[src/rtl/serial_paralelo_if.sv]
// serial_paralelo_if: serial line input plus recovered-word outputs of the
// deserializer. The slave side is the deserializer itself; the master side is
// whatever drives the line and consumes the words.
interface serial_paralelo_if #(
    parameter int cantidadBits = 10
);
    logic                    entrada;
    logic [cantidadBits-1:0] salida;
    logic                    valido;
    logic                    es_coma;
    logic                    alineado;
    logic                    realineado;

    modport master (
        output entrada,
        input  salida,
        input  valido,
        input  es_coma,
        input  alineado,
        input  realineado
    );

    modport slave (
        input  entrada,
        output salida,
        output valido,
        output es_coma,
        output alineado,
        output realineado
    );
endinterface

[src/rtl/serial_paralelo.sv]
// serial_paralelo: serial-to-parallel deserializer with K28.5 comma alignment.
// Shifts in one line bit per clock (first bit of a word lands in word bit 0),
// locks the 10-bit boundary on the first comma and presents each word with a
// one-cycle valid strobe. Once aligned it only moves the boundary after
// MAX_DESALINEOS consecutive off-boundary commas, so a single corrupted bit
// pattern in data cannot knock the link out of alignment.
module serial_paralelo #(
    parameter int                       cantidadBits   = 10,
    parameter logic [cantidadBits-1:0]  COMA_NEG       = 10'b0101111100,
    parameter logic [cantidadBits-1:0]  COMA_POS       = 10'b1010000011,
    parameter int                       MAX_DESALINEOS = 2
) (
    input  logic              clk,
    input  logic              reset,
    serial_paralelo_if.slave  bus
);

    localparam logic [0:0] BUSCANDO = 1'b0;
    localparam logic [0:0] ALINEADO = 1'b1;

    // Phase value meaning "sr holds a complete word on the current boundary".
    localparam logic [3:0] FASE_LLENA = 4'(cantidadBits);
    localparam logic [4:0] LIMITE     = 5'(MAX_DESALINEOS);

    logic [0:0]              estado;
    logic [cantidadBits-1:0] sr;
    logic [cantidadBits-1:0] salida_r;
    logic                    valido_r;
    logic                    es_coma_r;
    logic                    realineado_r;
    logic [3:0]              fase;
    logic [3:0]              cuenta;

    logic                    coma;
    logic [4:0]              cuenta_sig;

    // Comma detection and the would-be miss count, both on sr before the edge.
    always_comb begin
        coma       = (sr == COMA_NEG) || (sr == COMA_POS);
        cuenta_sig = {1'b0, cuenta} + 5'd1;
    end

    // Shift register, alignment state machine and registered word outputs.
    always_ff @(posedge clk) begin
        if (reset) begin
            estado       <= BUSCANDO;
            sr           <= '0;
            salida_r     <= '0;
            valido_r     <= 1'b0;
            es_coma_r    <= 1'b0;
            realineado_r <= 1'b0;
            fase         <= 4'd0;
            cuenta       <= 4'd0;
        end else begin
            sr           <= {bus.entrada, sr[cantidadBits-1:1]};
            valido_r     <= 1'b0;
            realineado_r <= 1'b0;

            if (estado == BUSCANDO) begin
                fase   <= 4'd0;
                cuenta <= 4'd0;
                if (coma) begin
                    salida_r  <= sr;
                    valido_r  <= 1'b1;
                    es_coma_r <= 1'b1;
                    fase      <= 4'd1;
                    estado    <= ALINEADO;
                end
            end else if (fase == FASE_LLENA) begin
                salida_r  <= sr;
                valido_r  <= 1'b1;
                es_coma_r <= coma;
                fase      <= 4'd1;
                if (coma) begin
                    cuenta <= 4'd0;
                end
            end else begin
                fase <= fase + 4'd1;
                if (coma) begin
                    if (cuenta_sig < LIMITE) begin
                        cuenta <= cuenta_sig[3:0];
                    end else begin
                        salida_r     <= sr;
                        valido_r     <= 1'b1;
                        es_coma_r    <= 1'b1;
                        realineado_r <= 1'b1;
                        fase         <= 4'd1;
                        cuenta       <= 4'd0;
                    end
                end
            end
        end
    end

    assign bus.salida     = salida_r;
    assign bus.valido     = valido_r;
    assign bus.es_coma    = es_coma_r;
    assign bus.alineado   = (estado == ALINEADO);
    assign bus.realineado = realineado_r;

endmodule

[src/flat_wrapper.sv]
// flat-port wrapper written by rule: the top's interface ports become plain ports
module serial_paralelo_flat 
#(
    parameter int                       cantidadBits   = 10,
    parameter logic [cantidadBits-1:0]  COMA_NEG       = 10'b0101111100,
    parameter logic [cantidadBits-1:0]  COMA_POS       = 10'b1010000011,
    parameter int                       MAX_DESALINEOS = 2
)
  (clk, reset, bus_entrada, bus_salida, bus_valido, bus_es_coma, bus_alineado, bus_realineado);
  serial_paralelo_if #(.cantidadBits(cantidadBits)) bus_i ();
  input  logic clk;
  input  logic reset;
  input wire logic [$bits(bus_i.entrada)-1:0] bus_entrada;
  output wire logic [$bits(bus_i.salida)-1:0] bus_salida;
  output wire logic [$bits(bus_i.valido)-1:0] bus_valido;
  output wire logic [$bits(bus_i.es_coma)-1:0] bus_es_coma;
  output wire logic [$bits(bus_i.alineado)-1:0] bus_alineado;
  output wire logic [$bits(bus_i.realineado)-1:0] bus_realineado;
  assign bus_i.entrada = bus_entrada;
  assign bus_salida = bus_i.salida;
  assign bus_valido = bus_i.valido;
  assign bus_es_coma = bus_i.es_coma;
  assign bus_alineado = bus_i.alineado;
  assign bus_realineado = bus_i.realineado;
  serial_paralelo #(.cantidadBits(cantidadBits), .COMA_NEG(COMA_NEG), .COMA_POS(COMA_POS), .MAX_DESALINEOS(MAX_DESALINEOS)) u_core (.clk(clk), .reset(reset), .bus(bus_i));
endmodule
[config.mk]
export PLATFORM = sky130hd
export DESIGN_NAME = serial_paralelo_flat
export DESIGN_NICKNAME = d
export VERILOG_FILES = /design/src/rtl/serial_paralelo_if.sv /design/src/rtl/serial_paralelo.sv /design/src/flat_wrapper.sv
export SDC_FILE = /design/constraint.sdc
export NUM_CORES = 1
export LEC_CHECK = 0
export CORE_ASPECT_RATIO = 0.75
export CORE_MARGIN = 10
export CORE_UTILIZATION = 41
export DETAILED_ROUTE_END_ITERATION = 12
export PLACE_DENSITY = 0.65
export SYNTH_ARGS = -nofsm -noshare
export SYNTH_HDL_FRONTEND = slang
export SYNTH_SLANG_ARGS = --single-unit
[constraint.sdc]
create_clock -name clk -period 1.65 [get_ports clk]
set_input_delay 0.33 -clock clk [delete_from_list [all_inputs] [get_ports clk]]
set_output_delay 0.33 -clock clk [all_outputs]
set_load 0.05 [all_outputs]
After elaboration in Yosys (flattened, before gate mapping)
Index checks and enable logic that the tools add are counted.

Output and inout bits: 14. Input port bits: 3. Word-level logic and storage cells: 47. Bits in registers: 32.

Bitwise gates (word level): 1. Magnitude comparators: 1. Eq/ne operators: 4. Add/sub/neg operators: 2. Reduce and logical (&&, ||, !) cells: 6. Muxes and demuxes: 25.

Operator list (count): $mux W10 (5); $mux W4 (8); $mux W1 (12); $eq A10 B10 Y1 const B (1); $eq A10 B9 Y1 const B (1); $add A4 B1 Y5 const B (1); $lt A5 B2 Y1 const B (1); $add A4 B1 Y4 const B (1); $eq A4 B4 Y1 const B (1); $reduce_bool A2 Y1 (2); $ne A3 B3 Y1 const B (1); $reduce_and A3 Y1 (1); $reduce_or A3 Y1 (1); $reduce_or A2 Y1 (1); $logic_or A1 B1 Y1 (1); $not A1 Y1 (1).

Logic depth before layout (Yosys ltp)
Depth after elaboration: 6. Gate-level depth with buffers: 8.

Least setup slack after synthesis
Ideal clock, no wire load.

Path kind: register -> register. From: register u_core.sr[3]. To: register u_core.cuenta[0]. Path slack: -0.055 ns. Period minus slack after synthesis: 1.705 ns. Stages on the path, launching flop included: 7. Buffers on the path: 1. Arrival: 1.591 ns. Required time: 1.536 ns. Setup time: 0.114 ns. Cells stage by stage: dfxtp_1 or4_4 nor4b_4 or2_1 buf_6 nor3b_1 a21o_1.

Longest elaborated chain between the ends: 2.

Ends and longest elaborated chain: start, declared (RTL line serial_paralelo.sv:26) `logic [cantidadBits-1:0] sr;`; start signal, assigned (RTL line serial_paralelo.sv:55) `sr <= {bus.entrada, sr[cantidadBits-1:1]};`; $eq A10 B9 Y1 / $eq A10 B10 Y1 (equally long branches) (RTL line serial_paralelo.sv:39) `coma = (sr == COMA_NEG) || (sr == COMA_POS);`; $logic_or A1 B1 Y1 * (RTL line serial_paralelo.sv:39); end signal, assigned (RTL line serial_paralelo.sv:81) `cuenta <= cuenta_sig[3:0];`; end, declared (RTL line serial_paralelo.sv:32) `logic [3:0] cuenta;`.

Every way passes the cells marked *; elsewhere a longest branch is shown, timed or not. A chain may end at the register's enable or synchronous reset.

Worst setup path after layout
From: register u_core.sr[6]. To: register u_core.salida_r[0], in the netlist u_core.bus.salida[0].

Longest elaborated chain between the ends: 4.

Ends and longest elaborated chain: $eq A10 B9 Y1 / $eq A10 B10 Y1 (equally long branches) (RTL line serial_paralelo.sv:39); $logic_or A1 B1 Y1 * (RTL line serial_paralelo.sv:39); $reduce_bool A2 Y1 (no line); $reduce_and A3 Y1 (no line) *; end signal, assigned (RTL line serial_paralelo.sv:63) `salida_r <= sr;`; end signal, assigned (RTL line serial_paralelo.sv:70) `salida_r <= sr;`; end signal, assigned (RTL line serial_paralelo.sv:83) `salida_r <= sr;`; end, declared (RTL line serial_paralelo.sv:27) `logic [cantidadBits-1:0] salida_r;`.

Marked as above.

==> results.md <==
* TritonCTS clock tree: built
* Post-Route Skew at around 0.0059 ns
* Buffer type at the clock tree root: sky130_fd_sc_hd__clkbuf_8
* Die Area at 5597 um2
* Endpoint arrival time on the critical path at 1.92 ns
* Count of maximum capacitance violations at 0
* Rows at 17
* Count of synthesis-stage warnings from yosys at 0
* Standard cell core area at 2893 um2
* Mux contribution to synthesized area at 0
* Combinational family with the most area after synthesis: simple AND/OR/NAND/NOR gates
* Count of port buffers added during placement at 16
* Deepest clock path buffer count at 2
* Power, Total at 1399 uW
* Post-CTS Setup Repair Bufs at 0
* Sum Neg Setup Slack at -1.678 ns
* Insertion delay to the later sink of the worst-skew pair at 0.27 ns
* Hold-fix buffers at CTS at 0
* Adder-cell share of the synthesized area at 0.03064
* Number of diodes at 0
* Number of enable-type register cells in the synthesized netlist at 0
* DRT iter0 DRCs at 50
* Via density at 5.010
* Io pins at 17
* Count of fill cells added during filler insertion at 267
* Simple-gate share of the synthesized area at 0.2758
* Post-Synthesis Mean Instance Area at 9.645 um2
* Count of unique library cells instantiated by Yosys at 32
* Routability congestion estimate at 0.8286
* Max-slew violation total from the final report at 0
* Seq cells post-synth at 32
* Commonest non-fill, non-tap cell in the layout: sky130_fd_sc_hd__dfxtp_1
* Failing checks: setup timing
* Fraction of the yosys area taken by sequential cells at 0.5230
* Fmax achieved at 566.6 MHz
* Type of element launching the critical path: register
* HPWL after detailed placement at 1.883 mm
* Worst setup EP type: register
* Post-layout nets at 163
* Critical path peak fanout at 4
* Slew margin rel. at 0.6960
* Die Height at 67.34 um
* Via count of the first global-routing pass at between 900 and 1000
* Final setup vio count at 20
* Area growth from synthesis to final layout at 30.95%
* Fraction of layout instances using a drive strength above 1 at 0.2848
* Overall Global Routing Usage at 0.09063
* WL final at roughly 2.6 mm
* Core utilization of the finished layout at 0.5545
* Worst Reg-to-Reg Cells at 6
* Post-route clock period utilization at 1.070
* Xor/xnor cell area share of the yosys netlist at 0.01430
* Hold Path Cell Cnt at 2
* Commonest non-fill, non-tap cells in the layout: 32 x sky130_fd_sc_hd__dfxtp_1, 24 x sky130_fd_sc_hd__buf_4, 11 x sky130_fd_sc_hd__a21oi_1, 11 x sky130_fd_sc_hd__nand3_1
* Die X at 83.12 um
* Pin slew with the least headroom to its limit at 0.4549 ns
* Total DRC errors in the routed layout at 0
* Lkg Pwr at 0.0006182 uW
* Total congestion overflow after global routing at 0
* Ys async rst share at 0
* Flip-flop cell with the highest count after synthesis: sky130_fd_sc_hd__dfxtp_1
* Syn nets at 133
* Final critical path time including I/O delays and setup at 1.765 ns
* Maximum number of pins on one net before global-route repair at 26
* Synthesized instance count at around 130
* Global-route wire length before repair at roughly 4.2 mm
* Worst Setup Path Type: reg -> reg
* Required arrival time at the worst endpoint at approximately 1.8 ns
* Setup repair after global routing missed its margin: true
* Total clock buffers created by CTS at 5
* Antenna violations before repair at 0
* DR vias at roughly 1000
* Post-Synthesis Cell Area at between 1000 and 1500 um2
* Clock-pin slew on the worst setup and hold paths at 0.06 ns
* Sink Count at 32
* Starting utilization of the core area at 0.4234
* Smallest setup slack after layout at -0.1150 ns
* Worst Hold Class: reg -> reg
* WL/cell at 13.19 um
* Compound-Gate Fraction of Synth Area at 0.1277
* Pwr Density at 871.9 nW/um2
* Fin. Hold Viols at 0
* CTS H-Tree Depth at 2
* Remaining antenna violation count after routing at 0
* Iteration count of the initial detailed-routing pass at 4
* Outcome: complete, but fails checks
* Worst vdd rail ir drop at 0.0004623 V
metrics by stage:
| step | hold slack, ns | setup slack (ns) | cell area (um2) | cells |
|---|---|---|---|---|
| 2_1_floorplan | 0.4016 | -0.008084 | 1232 | 127 |
| 3_3_place_gp | 0.4454 | -0.07117 | 1474 | 187 |
| 3_5_place_dp | 0.4611 | -0.1027 | 1474 | 187 |
| 4_1_cts | 0.4698 | -0.09412 | 1567 | 195 |
| 5_1_grt | 0.4935 | -0.1746 | 1604 | 196 |
| 6_report | 0.4669 | -0.1150 | 1604 | 196 |
cells in the mapped netlist, types with 2 or more instances:
| master | count | area share |
|---|---|---|
| sky130_fd_sc_hd__dfxtp_1 | 32 | 0.52 |
| sky130_fd_sc_hd__a21oi_1 | 14 | 0.057 |
| sky130_fd_sc_hd__nand3_1 | 11 | 0.045 |
| sky130_fd_sc_hd__o21ai_0 | 11 | 0.045 |
| sky130_fd_sc_hd__nor2_1 | 10 | 0.031 |
| sky130_fd_sc_hd__nor2b_1 | 10 | 0.051 |
| sky130_fd_sc_hd__nand2_1 | 5 | 0.015 |
| sky130_fd_sc_hd__and2_1 | 4 | 0.020 |
| sky130_fd_sc_hd__clkbuf_1 | 3 | 0.0092 |
| sky130_fd_sc_hd__ha_1 | 3 | 0.031 |
| sky130_fd_sc_hd__a21o_1 | 2 | 0.012 |
| sky130_fd_sc_hd__nor4b_4 | 2 | 0.039 |
routing by layer:
layer  vias up  routed length, um  GRT usage
li1        502                  -          -
met1       461               1327     0.1107
met2        19               1138     0.1433
met4         0                  0    0.02542
met5         -                  0          0
met3         0                120    0.03966
power breakdown:
| group | internal [uW] | switching [uW] | leakage (uW) |
|---|---|---|---|
| Sequential | 777 | 4.09 | 0.000258 |
| Combinational | 10.7 | 12.5 | 0.000314 |
| Clock | 339 | 255 | 0.0000455 |
critical path, cell delays in order (launching register included):
cell and delay [ns]:
sky130_fd_sc_hd__dfxtp_1 0.31, sky130_fd_sc_hd__or4_4 0.54, sky130_fd_sc_hd__nor4b_4 0.32, sky130_fd_sc_hd__o22ai_2 0.15, sky130_fd_sc_hd__buf_4 0.18, sky130_fd_sc_hd__nand3_1 0.07, sky130_fd_sc_hd__a21oi_1 0.08
final cells by class:
cell class / count / area, um2 / share of cell area
repair buffers: 28 / 231.5 / 0.1443
clock buffers: 8 / 90.09 / 0.05616
inverters: 1 / 3.754 / 0.002340
multi-input cells: 89 / 590.6 / 0.3682
well taps: 38 / 47.55 / 0.02964
flip-flops and latches: 32 / 640.6 / 0.3994
flip-flops by register name, indices dropped and copies added, names as in the netlist:
signal,cells
u_core.cuenta,4
u_core.bus.salida,10
u_core.bus.realineado,1
u_core.bus.valido,1
u_core.sr,10
u_core.bus.es_coma,1
u_core.fase,4
u_core.bus.alineado,1
path summary, 6_finish.rpt:
path	slack, ns	endpoint	startpoint
worst max register to register	-0.11	u_core.bus.salida[0]	u_core.sr[6]
worst max-delay path	-0.11	u_core.bus.salida[0]	u_core.sr[6]
worst min-delay path	0.47	u_core.bus.salida[3]	u_core.bus.salida[3]
worst min register to register	0.47	u_core.bus.salida[3]	u_core.bus.salida[3]
cells by family (layout without fill, tap and decap cells):
kind of cell    Yosys count  count (layout)
simple gates             54              54
fa+ha+maj                 3               3
flops                    32              32
compound gates           29              30
buf+inv                   7              37
xor+xnor                  2               2
what timing repair did:
action,CTS,global route
gates cloned,0,1
hold endpoints to repair,0,0
gates resized for setup,3,7
endpoints found under the setup margin,18,20
pin swaps,3,3
No activity file was read; power rests on OpenSTA's default activity.
